--- config.mk ---
export PLATFORM = sky130hd
export DESIGN_NAME = alu_op_sequencer_flat
export DESIGN_NICKNAME = d
export VERILOG_FILES = /design/src/rtl/alu_seq_pkg.sv /design/src/rtl/alu_op_sequencer_if.sv /design/src/rtl/cmd_fifo.sv /design/src/rtl/alu_op_sequencer.sv /design/src/flat_wrapper.sv
export SDC_FILE = /design/constraint.sdc
export NUM_CORES = 1
export LEC_CHECK = 0
export CORE_MARGIN = 2
export CORE_UTILIZATION = 54
export DETAILED_ROUTE_END_ITERATION = 16
export PLACE_DENSITY_LB_ADDON = 0.15
export RECOVER_POWER = 100
export SLEW_MARGIN = 0
export SYNTH_ARGS = -nofsm -noshare
export SYNTH_HDL_FRONTEND = slang
export SYNTH_SLANG_ARGS = --single-unit
export TNS_END_PERCENT = 20
--- constraint.sdc ---
create_clock -name clk -period 3 [get_ports clk]
set_input_delay 0.6 -clock clk [delete_from_list [all_inputs] [get_ports clk]]
set_output_delay 0.6 -clock clk [all_outputs]
set_load 0.1 [all_outputs]
--- src/rtl/alu_seq_pkg.sv ---
// Shared types for the ALU op sequencer: field widths, FSM encoding and the
// packed command record carried through the command FIFO.
package alu_seq_pkg;

    localparam int OP_W   = 8;
    localparam int REG_W  = 4;
    localparam int IMM_W  = 16;
    localparam int FLAG_W = 5;

    typedef enum logic [2:0] {
        S_IDLE,
        S_ISSUE,
        S_CAPTURE,
        S_READ,
        S_RESP
    } state_t;

    typedef struct packed {
        logic [OP_W-1:0]  op;
        logic [REG_W-1:0] dst;
        logic [REG_W-1:0] srca;
        logic [REG_W-1:0] srcb;
        logic             use_imm;
        logic             cin;
        logic [IMM_W-1:0] imm;
        logic             rdbk;
    } cmd_t;

    localparam int CMD_W = $bits(cmd_t);

    // Register-file port select word: enable bit on top of the index.
    function automatic logic [REG_W:0] reg_sel(input logic [REG_W-1:0] idx);
        return {1'b1, idx};
    endfunction

endpackage

--- src/rtl/alu_op_sequencer_if.sv ---
// Command and response handshake channels between a host and the sequencer.
interface alu_op_sequencer_if;
    import alu_seq_pkg::*;

    logic              cmd_valid;
    logic              cmd_ready;
    logic [OP_W-1:0]   cmd_op;
    logic [REG_W-1:0]  cmd_dst;
    logic [REG_W-1:0]  cmd_srca;
    logic [REG_W-1:0]  cmd_srcb;
    logic              cmd_use_imm;
    logic              cmd_cin;
    logic [IMM_W-1:0]  cmd_imm;
    logic              cmd_rdbk;

    logic              rsp_valid;
    logic              rsp_ready;
    logic [FLAG_W-1:0] rsp_flags;
    logic [IMM_W-1:0]  rsp_data;

    modport master (
        output cmd_valid, cmd_op, cmd_dst, cmd_srca, cmd_srcb,
               cmd_use_imm, cmd_cin, cmd_imm, cmd_rdbk, rsp_ready,
        input  cmd_ready, rsp_valid, rsp_flags, rsp_data
    );

    modport slave (
        input  cmd_valid, cmd_op, cmd_dst, cmd_srca, cmd_srcb,
               cmd_use_imm, cmd_cin, cmd_imm, cmd_rdbk, rsp_ready,
        output cmd_ready, rsp_valid, rsp_flags, rsp_data
    );

endinterface

--- src/rtl/cmd_fifo.sv ---
// Small first-word-fall-through FIFO with an occupancy count; the head entry
// is always visible on dout so the consumer can load it on the pop edge.
module cmd_fifo #(
    parameter int  WIDTH = 39,
    parameter int  DEPTH = 4,
    localparam int AW    = $clog2(DEPTH),
    localparam int CW    = AW + 1
) (
    input  logic             clk,
    input  logic             reset,
    input  logic             push,
    input  logic             pop,
    input  logic [WIDTH-1:0] din,
    output logic [WIDTH-1:0] dout,
    output logic [CW-1:0]    count
);

    logic [WIDTH-1:0] mem [DEPTH];
    logic [AW-1:0]    wr_ptr_reg;
    logic [AW-1:0]    rd_ptr_reg;
    logic [CW-1:0]    count_reg;
    logic             push_ok;
    logic             pop_ok;

    assign push_ok = push && (count_reg != CW'(DEPTH));
    assign pop_ok  = pop && (count_reg != '0);

    always_ff @(posedge clk) begin
        if (push_ok) begin
            mem[wr_ptr_reg] <= din;
        end
    end

    // Pointers wrap naturally because DEPTH is a power of two.
    always_ff @(posedge clk or posedge reset) begin
        if (reset) begin
            wr_ptr_reg <= '0;
            rd_ptr_reg <= '0;
            count_reg  <= '0;
        end else begin
            if (push_ok) begin
                wr_ptr_reg <= wr_ptr_reg + 1'b1;
            end
            if (pop_ok) begin
                rd_ptr_reg <= rd_ptr_reg + 1'b1;
            end
            case ({push_ok, pop_ok})
                2'b10:   count_reg <= count_reg + 1'b1;
                2'b01:   count_reg <= count_reg - 1'b1;
                default: count_reg <= count_reg;
            endcase
        end
    end

    assign dout  = mem[rd_ptr_reg];
    assign count = count_reg;

endmodule

--- src/rtl/alu_op_sequencer.sv ---
// Queues ALU commands and steps each through issue, flag capture, optional
// destination read-back and a held response to the host.
module alu_op_sequencer
    import alu_seq_pkg::*;
#(
    parameter int FIFO_DEPTH = 4
) (
    input  logic               clk,
    input  logic               reset,
    alu_op_sequencer_if.slave  bus,
    output logic [OP_W-1:0]    alu_op,
    output logic [REG_W:0]     reg_en,
    output logic [REG_W:0]     buf_en_a,
    output logic [REG_W:0]     buf_en_b,
    output logic [IMM_W-1:0]   imm,
    output logic               imm_en,
    output logic               cin,
    input  logic [FLAG_W-1:0]  flags,
    output logic [5:0]         reg_read_number,
    input  logic [IMM_W-1:0]   reg_read_data,
    output logic               busy
);

    localparam int CNT_W = $clog2(FIFO_DEPTH) + 1;

    state_t            state_reg, state_next;
    cmd_t              cmd_reg;
    cmd_t              in_cmd;
    logic [CMD_W-1:0]  head_bits;
    logic [CNT_W-1:0]  fifo_count;
    logic              push;
    logic              pop;
    logic [FLAG_W-1:0] rsp_flags_reg;
    logic [IMM_W-1:0]  rsp_data_reg;

    assign in_cmd = '{op: bus.cmd_op, dst: bus.cmd_dst, srca: bus.cmd_srca,
                      srcb: bus.cmd_srcb, use_imm: bus.cmd_use_imm,
                      cin: bus.cmd_cin, imm: bus.cmd_imm, rdbk: bus.cmd_rdbk};

    // Ready depends only on occupancy, never on a pop in the same cycle.
    assign bus.cmd_ready = (fifo_count < CNT_W'(FIFO_DEPTH));
    assign push          = bus.cmd_valid && bus.cmd_ready;

    cmd_fifo #(
        .WIDTH (CMD_W),
        .DEPTH (FIFO_DEPTH)
    ) u_fifo (
        .clk   (clk),
        .reset (reset),
        .push  (push),
        .pop   (pop),
        .din   (in_cmd),
        .dout  (head_bits),
        .count (fifo_count)
    );

    always_comb begin
        state_next      = state_reg;
        pop             = 1'b0;
        alu_op          = '0;
        reg_en          = '0;
        buf_en_a        = '0;
        buf_en_b        = '0;
        imm             = '0;
        imm_en          = 1'b0;
        cin             = 1'b0;
        reg_read_number = '0;
        case (state_reg)
            S_IDLE: begin
                if (fifo_count != '0) begin
                    pop        = 1'b1;
                    state_next = S_ISSUE;
                end
            end
            S_ISSUE: begin
                alu_op     = cmd_reg.op;
                reg_en     = reg_sel(cmd_reg.dst);
                buf_en_a   = reg_sel(cmd_reg.srca);
                buf_en_b   = cmd_reg.use_imm ? '0 : reg_sel(cmd_reg.srcb);
                imm        = cmd_reg.imm;
                imm_en     = cmd_reg.use_imm;
                cin        = cmd_reg.cin;
                state_next = S_CAPTURE;
            end
            S_CAPTURE: begin
                state_next = cmd_reg.rdbk ? S_READ : S_RESP;
            end
            S_READ: begin
                reg_read_number = {2'b00, cmd_reg.dst};
                state_next      = S_RESP;
            end
            S_RESP: begin
                // Back-to-back commands skip IDLE to save a cycle.
                if (bus.rsp_ready) begin
                    if (fifo_count != '0) begin
                        pop        = 1'b1;
                        state_next = S_ISSUE;
                    end else begin
                        state_next = S_IDLE;
                    end
                end
            end
            default: state_next = S_IDLE;
        endcase
    end

    always_ff @(posedge clk or posedge reset) begin
        if (reset) begin
            state_reg     <= S_IDLE;
            cmd_reg       <= '0;
            rsp_flags_reg <= '0;
            rsp_data_reg  <= '0;
        end else begin
            state_reg <= state_next;
            if (pop) begin
                cmd_reg <= cmd_t'(head_bits);
            end
            if (state_reg == S_CAPTURE) begin
                rsp_flags_reg <= flags;
                rsp_data_reg  <= '0;
            end
            if (state_reg == S_READ) begin
                rsp_data_reg <= reg_read_data;
            end
        end
    end

    assign bus.rsp_valid = (state_reg == S_RESP);
    assign bus.rsp_flags = rsp_flags_reg;
    assign bus.rsp_data  = rsp_data_reg;
    assign busy          = (fifo_count != '0) || (state_reg != S_IDLE);

endmodule

--- src/flat_wrapper.sv ---
// flat-port wrapper written by rule: the top's interface ports become plain ports
module alu_op_sequencer_flat import alu_seq_pkg::*;
#(
    parameter int FIFO_DEPTH = 4
)
  (clk, reset, alu_op, reg_en, buf_en_a, buf_en_b, imm, imm_en, cin, flags, reg_read_number, reg_read_data, busy, bus_cmd_valid, bus_cmd_op, bus_cmd_dst, bus_cmd_srca, bus_cmd_srcb, bus_cmd_use_imm, bus_cmd_cin, bus_cmd_imm, bus_cmd_rdbk, bus_rsp_ready, bus_cmd_ready, bus_rsp_valid, bus_rsp_flags, bus_rsp_data);
  alu_op_sequencer_if bus_i ();
  input  logic clk;
  input  logic reset;
  output logic [OP_W-1:0] alu_op;
  output logic [REG_W:0] reg_en;
  output logic [REG_W:0] buf_en_a;
  output logic [REG_W:0] buf_en_b;
  output logic [IMM_W-1:0] imm;
  output logic imm_en;
  output logic cin;
  input  logic [FLAG_W-1:0] flags;
  output logic [5:0] reg_read_number;
  input  logic [IMM_W-1:0] reg_read_data;
  output logic busy;
  input wire logic [$bits(bus_i.cmd_valid)-1:0] bus_cmd_valid;
  input wire logic [$bits(bus_i.cmd_op)-1:0] bus_cmd_op;
  input wire logic [$bits(bus_i.cmd_dst)-1:0] bus_cmd_dst;
  input wire logic [$bits(bus_i.cmd_srca)-1:0] bus_cmd_srca;
  input wire logic [$bits(bus_i.cmd_srcb)-1:0] bus_cmd_srcb;
  input wire logic [$bits(bus_i.cmd_use_imm)-1:0] bus_cmd_use_imm;
  input wire logic [$bits(bus_i.cmd_cin)-1:0] bus_cmd_cin;
  input wire logic [$bits(bus_i.cmd_imm)-1:0] bus_cmd_imm;
  input wire logic [$bits(bus_i.cmd_rdbk)-1:0] bus_cmd_rdbk;
  input wire logic [$bits(bus_i.rsp_ready)-1:0] bus_rsp_ready;
  output wire logic [$bits(bus_i.cmd_ready)-1:0] bus_cmd_ready;
  output wire logic [$bits(bus_i.rsp_valid)-1:0] bus_rsp_valid;
  output wire logic [$bits(bus_i.rsp_flags)-1:0] bus_rsp_flags;
  output wire logic [$bits(bus_i.rsp_data)-1:0] bus_rsp_data;
  assign bus_i.cmd_valid = bus_cmd_valid;
  assign bus_i.cmd_op = bus_cmd_op;
  assign bus_i.cmd_dst = bus_cmd_dst;
  assign bus_i.cmd_srca = bus_cmd_srca;
  assign bus_i.cmd_srcb = bus_cmd_srcb;
  assign bus_i.cmd_use_imm = bus_cmd_use_imm;
  assign bus_i.cmd_cin = bus_cmd_cin;
  assign bus_i.cmd_imm = bus_cmd_imm;
  assign bus_i.cmd_rdbk = bus_cmd_rdbk;
  assign bus_i.rsp_ready = bus_rsp_ready;
  assign bus_cmd_ready = bus_i.cmd_ready;
  assign bus_rsp_valid = bus_i.rsp_valid;
  assign bus_rsp_flags = bus_i.rsp_flags;
  assign bus_rsp_data = bus_i.rsp_data;
  alu_op_sequencer #(.FIFO_DEPTH(FIFO_DEPTH)) u_core (.clk(clk), .reset(reset), .bus(bus_i), .alu_op(alu_op), .reg_en(reg_en), .buf_en_a(buf_en_a), .buf_en_b(buf_en_b), .imm(imm), .imm_en(imm_en), .cin(cin), .flags(flags), .reg_read_number(reg_read_number), .reg_read_data(reg_read_data), .busy(busy));
endmodule
# [Word-level counts from Yosys, hierarchy flattened]
# Memories as Yosys holds them, arrays and structs flattened. A register that Yosys moved wholly into a read port is not among the register bits.
# Index checks and enable logic that the tools add are counted.
[word_totals] ff_bits=31 ramBits=156 word_cells=53 n_memories=1
[op_classes] n_addsub=4 eq_ne=9 n_reduce_logical=10 n_mux=22 order_cmp=1
[mem_list] memory="u_core.u_fifo.mem" depth=4 width=39 rd=1 rd_ports_with_merged_regs=1 wr=1 line="cmd_fifo.sv:18" rtl="logic [WIDTH-1:0] mem [DEPTH];"
[ops] op="$mux W16" count=3
[ops] op="$mux W5" count=4
[ops] op="$pmux W3 S5" count=1
[ops] op="$mux W3" count=3
[ops] op="$mux W8" count=1
[ops] op="$mux W1" count=7
[ops] op="$eq A3 B2 Y1 const B" count=2
[ops] op="$pmux W3 S2" count=1
[ops] op="$reduce_bool A3 Y1" count=2
[ops] op="$add A2 B1 Y2 const B" count=2
[ops] op="$mux W4" count=1
[ops] op="$reduce_bool A2 Y1" count=2
[ops] op="$add A3 B1 Y3 const B" count=1
[ops] op="$eq A3 B1 Y1 const B" count=1
[ops] op="$eq A3 B3 Y1 const B" count=1
[ops] op="$logic_and A1 B1 Y1" count=3
[ops] op="$logic_not A3 Y1" count=1
[ops] op="$lt A3 B3 Y1 const B" count=1
[ops] op="$ne A3 B3 Y1 const B" count=1
[ops] op="$sub A3 B1 Y3 const B" count=1
[ops] op="$eq A2 B1 Y1 const B" count=1
[ops] op="$eq A2 B2 Y1 const B" count=1
[ops] op="$ne A2 B1 Y1 const B" count=1
[ops] op="$ne A2 B2 Y1 const B" count=1
[ops] op="other kinds (3)" count=3

# [Logic depth before layout (Yosys ltp)]
[logic_depth] word_depth=7 ltp_mapped=11 ltp_nobuf=9

# [Modules after synthesis]
# A second synthesis with hierarchy kept.
[unflattened] cells_unflattened=481 area_unflattened_um2=9147.5
[by_module_without_submodules] mod="cmd_fifo" cells_each=241 n_inst=1 seq_area_each_um2=4859.7 area_per_inst_um2=6102.1
[by_module_without_submodules] mod="alu_op_sequencer" cells_each=240 n_inst=1 seq_area_each_um2=1576.5 area_per_inst_um2=3045.4

# [Least setup slack after synthesis]
# OpenSTA, ideal clock, no wires.
[synth_path] path_type="flip-flop to output port" from="register u_core.state_reg[1]" to="output port buf_en_b[0]" t_required_ns=2.400 path_slack_ns=-1.362 arrival_time_ns=3.762 path_stages_with_launch=4 path_cell_list="dfrtp_1 -> nand2b_1 -> nor3_1 -> and2_1"
[synth_between] elab_chain_cells=2
[synth_lines] item="from (decl)" line="alu_op_sequencer.sv:26" rtl="state_t state_reg, state_next;"
[synth_lines] item="from (signal assigned)" line="alu_op_sequencer.sv:114" rtl="state_reg <= state_next;"
[synth_lines] item="$eq A3 B1 Y1" line="alu_op_sequencer.sv:68" rtl="case (state_reg)"
[synth_lines] item="$mux W5" line="alu_op_sequencer.sv:68"
[synth_lines] item="to (decl)" line="flat_wrapper.sv:13" rtl="output logic [REG_W:0] buf_en_b;"
# Every way passes these cells.

# [Worst setup path in the final report]
[layout_path] from="register u_core.state_reg[1]" to="output port alu_op[7]"
[layout_between] elab_chain_cells=2
[layout_lines] item="$eq A3 B1 Y1" line="alu_op_sequencer.sv:68"
[layout_lines] item="$mux W8" line="alu_op_sequencer.sv:68"
[layout_lines] item="to (decl)" line="flat_wrapper.sv:10" rtl="output logic [OP_W-1:0] alu_op;"
# Every way passes these cells.

==> run metrics <==
Min-Delay Path Class=reg -> reg; vias after detailed routing=4,625; number of distinct library cells after synthesis=34; IO Port Bufs=132; maximum clock path buffer count=3; number of cells produced by synthesis=477; top_reg_cell synth=sky130_fd_sc_hd__edfxtp_1; DP HPWL=10,010 um; final count of negative-setup-slack endpoints=0; Worst Path Class, Setup=reg -> out; Crit Reg-Reg Startpoint=u_core.u_fifo.count[2]; violation count after the first detailed-routing iteration=235; final period utilization=0.9227; Cell Area, Synth=8817 um^2; antenna violations before repair=1; Synth area leaders=sky130_fd_sc_hd__edfxtp_1 53%, sky130_fd_sc_hd__dfrtp_1 20%, sky130_fd_sc_hd__mux4_2 10%, sky130_fd_sc_hd__mux2_2 5.6%, sky130_fd_sc_hd__and2_1 3.1%; Initial Util=0.5531; crit path time final=2.768 ns; synth warn=0; share of the synthesized area in the top cell type=0.5313; proportion of layout cells with a drive suffix above 1=0.2846; CTS Sinks=226; area growth from synthesis to layout=25.98%; x dimension of the die=131.8 um; clock transition at the registers of the reported paths=0.06 ns; maximum level of the CTS H-tree=1; clock buffers created by TritonCTS=22; critical-path cell list=nand2b_1 -> nor2_4 -> buf_12 -> and2_1 -> clkbuf_4; crit path buf inv count=2; worst clock skew on the final layout=0.01023 ns; number of maximum-capacitance violations=1; mean number of vias per cell=5.416; Max Transition Viols Final=33; Rows=46; area of the die=17,370 um^2; number of hold violations in the final report=0; critical path startpoint category=register; flip-flop and latch count after synthesis=226; overall track demand over capacity in global routing=0.2002; layout net count=690; number of synthesized flops with an enable pin=156; number of flip-flops in the largest register=156; Antenna Violating Nets Remaining=0; arrival time reported for the critical path endpoint=2.17 ns; total global routing overflow=0; average detailed-routed wire length per instance=19.64 um; Max-Slew Margin vs Limit=-0.1154; Worst setup startpoint=u_core.state_reg[1]; wire length of the first global-routing pass=27,280 um; final sum of negative setup slack=0 ns; via count of the first global-routing pass=5,067; last weighted congestion value of the routability-driven placer=0.7318; drt total wl=16,770 um; share of synthesized area occupied by flip-flops and latches=0.7300; Worst path slowest cell=sky130_fd_sc_hd__dfrtp_1; drc violations=0; delay of the slowest critical-path stage=0.45 ns; unrepaired setup endpoints after global routing=no; category of the worst setup path capture point=output port; CTS resizes=0; failing checks=capacitance limit, slew limit; run status=finished, violations left; library cell used as clock root buffer=sky130_fd_sc_hd__clkbuf_16; share of flip-flops with an asynchronous set or reset=0.3097; TritonCTS clock tree=built; io pins=135; first drt pass iteration count=4; core area=15,940 um^2; clock latency of the later-clocked register in the worst-skew pair=0.49 ns; maximum achievable frequency=0.3613 GHz; largest net degree at the start of global routing=41; Die Y=131.8 um; worst hold start=u_core.bus.rsp_data[5]; transition time at the pin with the least slew margin=1.664 ns; cell type contributing the most total cell area after synthesis=sky130_fd_sc_hd__edfxtp_1; critical path data required time=2.40 ns; mean post-synth cell area=18.48 um^2; cell type group with the largest total delay on the critical path=simple AND/OR/NAND/NOR gates; highest fanout seen on the critical path=20
what timing repair did:
item,in CTS,in global routing
setup endpoints to repair,0,16
setup buffers,0,2
hold buffers,0,0
placed cells by master, fill, tap and decap left out, types with 5 or more instances in the layout:
cell / synthesis / routed
sky130_fd_sc_hd__buf_12: 0 / 30
sky130_fd_sc_hd__edfxtp_1: 156 / 156
sky130_fd_sc_hd__clkdlybuf4s50_1: 0 / 22
sky130_fd_sc_hd__xnor2_1: 5 / 5
sky130_fd_sc_hd__clkbuf_16: 0 / 23
sky130_fd_sc_hd__nand3_1: 17 / 18
sky130_fd_sc_hd__dlygate4sd3_1: 0 / 41
sky130_fd_sc_hd__inv_1: 9 / 8
sky130_fd_sc_hd__and2_1: 43 / 18
sky130_fd_sc_hd__clkbuf_1: 9 / 31
sky130_fd_sc_hd__dfrtp_1: 70 / 68
sky130_fd_sc_hd__clkbuf_4: 0 / 13
sky130_fd_sc_hd__mux4_2: 39 / 39
sky130_fd_sc_hd__and2_0: 0 / 21
sky130_fd_sc_hd__nand2_1: 34 / 34
sky130_fd_sc_hd__ha_1: 5 / 5
sky130_fd_sc_hd__clkbuf_2: 0 / 12
sky130_fd_sc_hd__mux2_2: 44 / 44
final timing paths:
| kind | endpoint | slack (ns) | depth (start not counted) |
|---|---|---|---|
| max | alu_op[7] | 0.23 | 5 |
| min | u_core.bus.rsp_data[5] | 0.47 | 2 |
| max reg2reg | u_core.cmd_reg[31] | 0.51 | 4 |
| min reg2reg | u_core.bus.rsp_data[5] | 0.47 | 2 |
| max in group asynchronous | u_core.u_fifo.rd_ptr_reg[0] | 1.16 | 3 |
| min in group asynchronous | u_core.cmd_reg[20] | 0.98 | 2 |
per-layer routing:
metal  global-route usage  vias to the layer above  share of wire
met4              0.04589                        0          0.018
met1               0.2679                     2369           0.42
li1                     -                     2077              -
met3              0.03960                       27          0.057
met5                    0                        -              0
met2               0.3450                      152           0.51
cells in the mapped netlist, types with 4 or more instances:
| master | count |
|---|---|
| sky130_fd_sc_hd__and2_1 | 43 |
| sky130_fd_sc_hd__and3_1 | 4 |
| sky130_fd_sc_hd__buf_6 | 9 |
| sky130_fd_sc_hd__clkbuf_1 | 9 |
| sky130_fd_sc_hd__dfrtp_1 | 70 |
| sky130_fd_sc_hd__edfxtp_1 | 156 |
| sky130_fd_sc_hd__ha_1 | 5 |
| sky130_fd_sc_hd__inv_1 | 9 |
| sky130_fd_sc_hd__mux2_2 | 44 |
| sky130_fd_sc_hd__mux4_2 | 39 |
| sky130_fd_sc_hd__nand2_1 | 34 |
| sky130_fd_sc_hd__nand3_1 | 17 |
| sky130_fd_sc_hd__xnor2_1 | 5 |
cell families (layout without fill, tap and decap cells):
kind of cell / count (synthesis) / in the layout / synth area share
AOI/OAI and AO/OA: 5 / 5 / 0.003548
xor gates and xnor gates: 6 / 6 / 0.005960
adders and majority gates: 6 / 6 / 0.009366
buffers and inverters: 36 / 194 / 0.02469
DFF: 226 / 226 / 0.7300
muxes: 84 / 84 / 0.1569
other: 1 / 4 / 0.0004253
and+or+nand+nor: 113 / 113 / 0.06911
layout make-up:
| type | count | area [um^2] |
|---|---|---|
| flip-flops and latches | 226 | 6441 |
| fillers | 1055 | 4835 |
| multi-input cells | 216 | 2171 |
| repair buffers | 145 | 1501 |
| clock buffers | 34 | 656.9 |
| well taps | 216 | 270.3 |
| inverters | 9 | 35.03 |
| clock inverters | 6 | 27.53 |
| diodes | 2 | 5.005 |
per-stage QoR:
step / instance area (um^2) / hold WS, ns / cells / worst slack, ns / utilization
detailed placement: 10820 / 0.4647 / 810 / 0.4579 / 0.6786
global placement: 10820 / 0.4511 / 810 / 0.5007 / 0.6786
floorplan: 8832 / 0.4597 / 478 / 0.06765 / -
finish: 11110 / 0.4692 / 854 / 0.2318 / 0.6968
CTS: 11500 / 0.4771 / 850 / 0.04272 / 0.7216
global route: 11100 / 0.4968 / 852 / 0.1040 / 0.6964
worst min-delay path, delay by kind of cell, from the launching register on:
family           cells  cell delay, ns
flip-flops           1            0.34
AND/OR/NAND/NOR      2            0.10
Power is left out: the tool's default activity adds up to more than one toggle a clock period on the data nets, which glitch-free logic cannot reach.
==> variant 1: new RTL, same flow settings <==
`FIFO_DEPTH` is set to 4 in 2 places; all go to 2.
--- a/src/rtl/alu_op_sequencer.sv
+++ b/src/rtl/alu_op_sequencer.sv
@@ -4,5 +4,5 @@
     import alu_seq_pkg::*;
 #(
-    parameter int FIFO_DEPTH = 4
+    parameter int FIFO_DEPTH = 2
 ) (
     input  logic               clk,
--- a/src/flat_wrapper.sv
+++ b/src/flat_wrapper.sv
@@ -2,5 +2,5 @@
 module alu_op_sequencer_flat import alu_seq_pkg::*;
 #(
-    parameter int FIFO_DEPTH = 4
+    parameter int FIFO_DEPTH = 2
 )
   (clk, reset, alu_op, reg_en, buf_en_a, buf_en_b, imm, imm_en, cin, flags, reg_read_number, reg_read_data, busy, bus_cmd_valid, bus_cmd_op, bus_cmd_dst, bus_cmd_srca, bus_cmd_srcb, bus_cmd_use_imm, bus_cmd_cin, bus_cmd_imm, bus_cmd_rdbk, bus_rsp_ready, bus_cmd_ready, bus_rsp_valid, bus_rsp_flags, bus_rsp_data);
Check against the original RTL: not equivalent (Yosys sat finds a counterexample within 4 cycles, from zero or initial values and one cycle with reset high).
==> variant 1 against the original RTL <==
- the flow still finishes with violations (capacitance limit, slew limit)
- area after synthesis fell by 29%
- design area is 25% lower
- sequential share of layout area is 9.9 points lower
- count of clock-buffer cells in the layout is 16 lower
- routed wire length down 18%
- via count shrank 14%
- worst setup slack got worse by 0.0034 ns
- sequential cell count shrank 81
- critical endpoint is now alu_op[2]
- highest routed layer unchanged
Power is not shown: default switching activity piles up to over one toggle a cycle in this logic, so the estimate is an artifact.
==> variant 1: results (changes against the original RTL) <==
- Status: complete, but fails checks
- Failing checks: capacitance limit, slew limit
- Gr usage total: 23.1% (+3.0 points)
- Clk Latency, worst-skew pair: 0.41 ns (-0.08 ns)
- Met2 WL: 7000 um (-18%)
- H-Tree Depth: 4 (+3)
- Routability Congestion: 0.741 (+1.2%)
- Signal buf overhead: 20.1% (+6.6 points)
- Routing usage on met1: 28.7% (+1.9 points)
- Post-synth EDFFs: 78 (-50%)
- Final hold slack: 0.467 ns (-0.00250 ns)
- Inst Count DP: 681 (-16%)
- Ant. Diodes: 0 (-2)
- Max-cap violations: 1 (unchanged)
- Sequential share of the synthesized area: 64.3% (-8.7 points)
- Fmax achieved: 361 MHz (-0.12%)
- Vias/cell: 5.58 (+3.1%)
- Final count of pins violating max slew: 68 (+110%)
- First DRT Iteration DRCs: 236 (+0.43%)
- Worst-path fanout max: 16 (-20%)
- Ranking of synthesized cells by area: edfxtp_1 37%, dfrtp_1 27%, a21oi_4 10%, mux2i_1 6.6%, a31oi_1 3.9%
- Synth cell types: 31 (-8.8%)
- Largest net degree at the start of global routing: 68 (+66%)
- Max FFs per register: 78 (-50%)
- Design Area, Final: 8350 um^2 (-25%)
- Router iterations before antenna repair: 5 (+1)
- Final clock-cell share: 6.82% (+0.65 points)
- Layout cell share with drive strength beyond 1: 21.8% (-6.7 points)
- Worst path max stage delay: 0.49 ns (+0.04 ns)
- R2R Path Start: u_core.u_fifo.count[0]
- GRT met2 Usage: 39.0% (+4.5 points)
- Layout buffer count excluding clock buffers: 149 (+2.8%)
- Global-route wire length before repair: 22100 um (-19%)
- Nonclk inv count: 2 (-7)
- Final Skew: 0.00688 ns (-0.00335 ns)
- Async SR Flop Fraction: 46.2% (+15 points)
- Initial antenna violation count: 0 (-1)
- Metal3 WL: 745 um (-22%)
- Pre-CTS setup slack: 0.653 ns (+0.196 ns)
- Worst Reg2Reg Path Length in Cells: 5 (+1)
- Min-delay src: u_core.bus.rsp_data[13]
## variant 1: worst max-delay path by stage
stage / from / endpoint / depth (start not counted)
6_report: u_core.state_reg[1] / alu_op[2] / 4
4_1_cts: u_core.u_fifo.count[0] / busy / 3
3_5_place_dp: bus_rsp_ready / u_core.u_fifo.count[1] / 6
3_3_place_gp: bus_rsp_ready / u_core.u_fifo.count[1] / 6
2_1_floorplan: u_core.state_reg[1] / buf_en_b[0] / 4
5_1_grt: u_core.state_reg[2] / imm[3] / 4
## variant 1: cells by family (layout without fill, tap and decap cells)
logic type	after synthesis	in the layout	share of synthesized area, %
other cells	1	2	0.0600
mux	46	46	7.46
flops	145	145	64.3
compound gates	80	80	14.3
simple gates	108	108	9.16
buf+inv	40	183	3.86
xor+xnor	5	5	0.700
fa+ha+maj	1	1	0.200
## variant 1: worst max-delay path: cells and delay by family (launching register included)
family / cells / cell delay, ns
simple gates: 2 / 0.64
buf+inv: 2 / 0.62
flops: 1 / 0.49
==> variant 2: new RTL, same flow settings <==
Without the edit above. Reset style: synchronous (`reset`), changed in 2 clocked blocks.
--- a/src/rtl/cmd_fifo.sv
+++ b/src/rtl/cmd_fifo.sv
@@ -33,5 +33,5 @@
 
     // Pointers wrap naturally because DEPTH is a power of two.
-    always_ff @(posedge clk or posedge reset) begin
+    always_ff @(posedge clk) begin
         if (reset) begin
             wr_ptr_reg <= '0;
--- a/src/rtl/alu_op_sequencer.sv
+++ b/src/rtl/alu_op_sequencer.sv
@@ -105,5 +105,5 @@
     end
 
-    always_ff @(posedge clk or posedge reset) begin
+    always_ff @(posedge clk) begin
         if (reset) begin
             state_reg     <= S_IDLE;
Formal check against the unedited RTL: differs if reset is asserted again (counterexample within 4 cycles, from zero or initial values and one cycle with reset high); with reset held inactive, the same outputs for 10 cycles.
==> variant 2 against the original RTL <==
- routed wire length is 20% higher
- area after synthesis is 1.1% higher
- count of clock-buffer cells in the layout is 1 lower
- design area rose by 2.4%
- worst setup slack worse by 0.11 ns
- sequential cell count is the same
- global-route usage is 2.9 points higher
- hold slack lost 0.014 ns
- register-to-register slack lost 0.13 ns
- fmax decreased by 3.8%
- critical path type unchanged
- critical endpoint is now buf_en_b[3]
==> variant 2: results (changes against the original RTL) <==
- Fillcell total: 1094 (+3.7%)
- Pre-CTS setup slack: 0.171 ns (-0.287 ns)
- Inst Count DP: 921 (+14%)
- Ranking of synthesized cells by area: edfxtp_1 53%, dfxtp_1 16%, mux4_2 9.8%, a21oi_1 3.6%, o31ai_1 3.4%
- Layout buffer count excluding clock buffers: 154 (+6.2%)
- Ant. Diodes: 0 (-2)
- Reg area: 6090 um^2 (-5.4%)
- Status: finished clean
- Worst path max stage delay: 0.57 ns (+0.12 ns)
- XOR/XNOR Fraction of Synth Area: 0.295% (-0.30 points)
- Met2 WL: 10400 um (+22%)
- Vias in the first global route: 5912 (+17%)
- DRT met1 WL: 8180 um (+17%)
- Post-synthesis mux area share: 10.1% (-5.6 points)
- Clk_buf instances: 33 (-2.9%)
- Slowest cell on crit path: dfxtp_1
- Wire per inst: 20.9 um (+6.2%)
- Crit path time final: 2.88 ns (+0.111 ns)
- Final clock-cell share: 6.11% (-0.048 points)
- Grt met3 use: 3.87% (-0.090 points)
- Initial antenna violation count: 0 (-1)
- GRT met2 Usage: 39.8% (+5.3 points)
- Crit path capture: buf_en_b[3]
- Synthesized instance count: 610 (+28%)
- CTS buffer count: 23 (+4.5%)
- Sequential share of the synthesized area: 68.2% (-4.8 points)
- R2R Setup Slk: 0.38 ns (-0.13 ns)
- Router iterations before antenna repair: 5 (+1)
- Final Skew: 0.0155 ns (+0.00526 ns)
- R2r endpoint: u_core.u_fifo.count[2]
- Nets: 800 (+16%)
- Layout cell share with drive strength beyond 1: 20.2% (-8.2 points)
- Post-synth top cells: 156 x edfxtp_1, 70 x dfxtp_1, 65 x a21oi_1, 43 x and2_1, 43 x clkbuf_1
- Worst-path fanout max: 11 (-45%)
[variant 2: cell types whose count changed after synthesis, moves of 34 or more]
cell      before  now
dfrtp_1       70    0
dfxtp_1        0   70
a21oi_1        1   65
mux2_2        44    1
o31ai_1        0   40
nand4_1        1   40
clkbuf_1       9   43
[variant 2: worst min path at each step]
stage / startpoint / end / slack (ns) / cells past startpoint
after floorplan: u_core.cmd_reg[10] / u_core.cmd_reg[10] / 0.44 / 2
after global placement: u_core.bus.rsp_data[14] / u_core.bus.rsp_data[14] / 0.44 / 2
after detailed placement: u_core.bus.rsp_data[8] / u_core.bus.rsp_data[8] / 0.45 / 2
after CTS: u_core.bus.rsp_data[8] / u_core.bus.rsp_data[8] / 0.46 / 2
after global routing: u_core.bus.rsp_data[8] / u_core.bus.rsp_data[8] / 0.47 / 2
final: u_core.bus.rsp_data[8] / u_core.bus.rsp_data[8] / 0.45 / 2
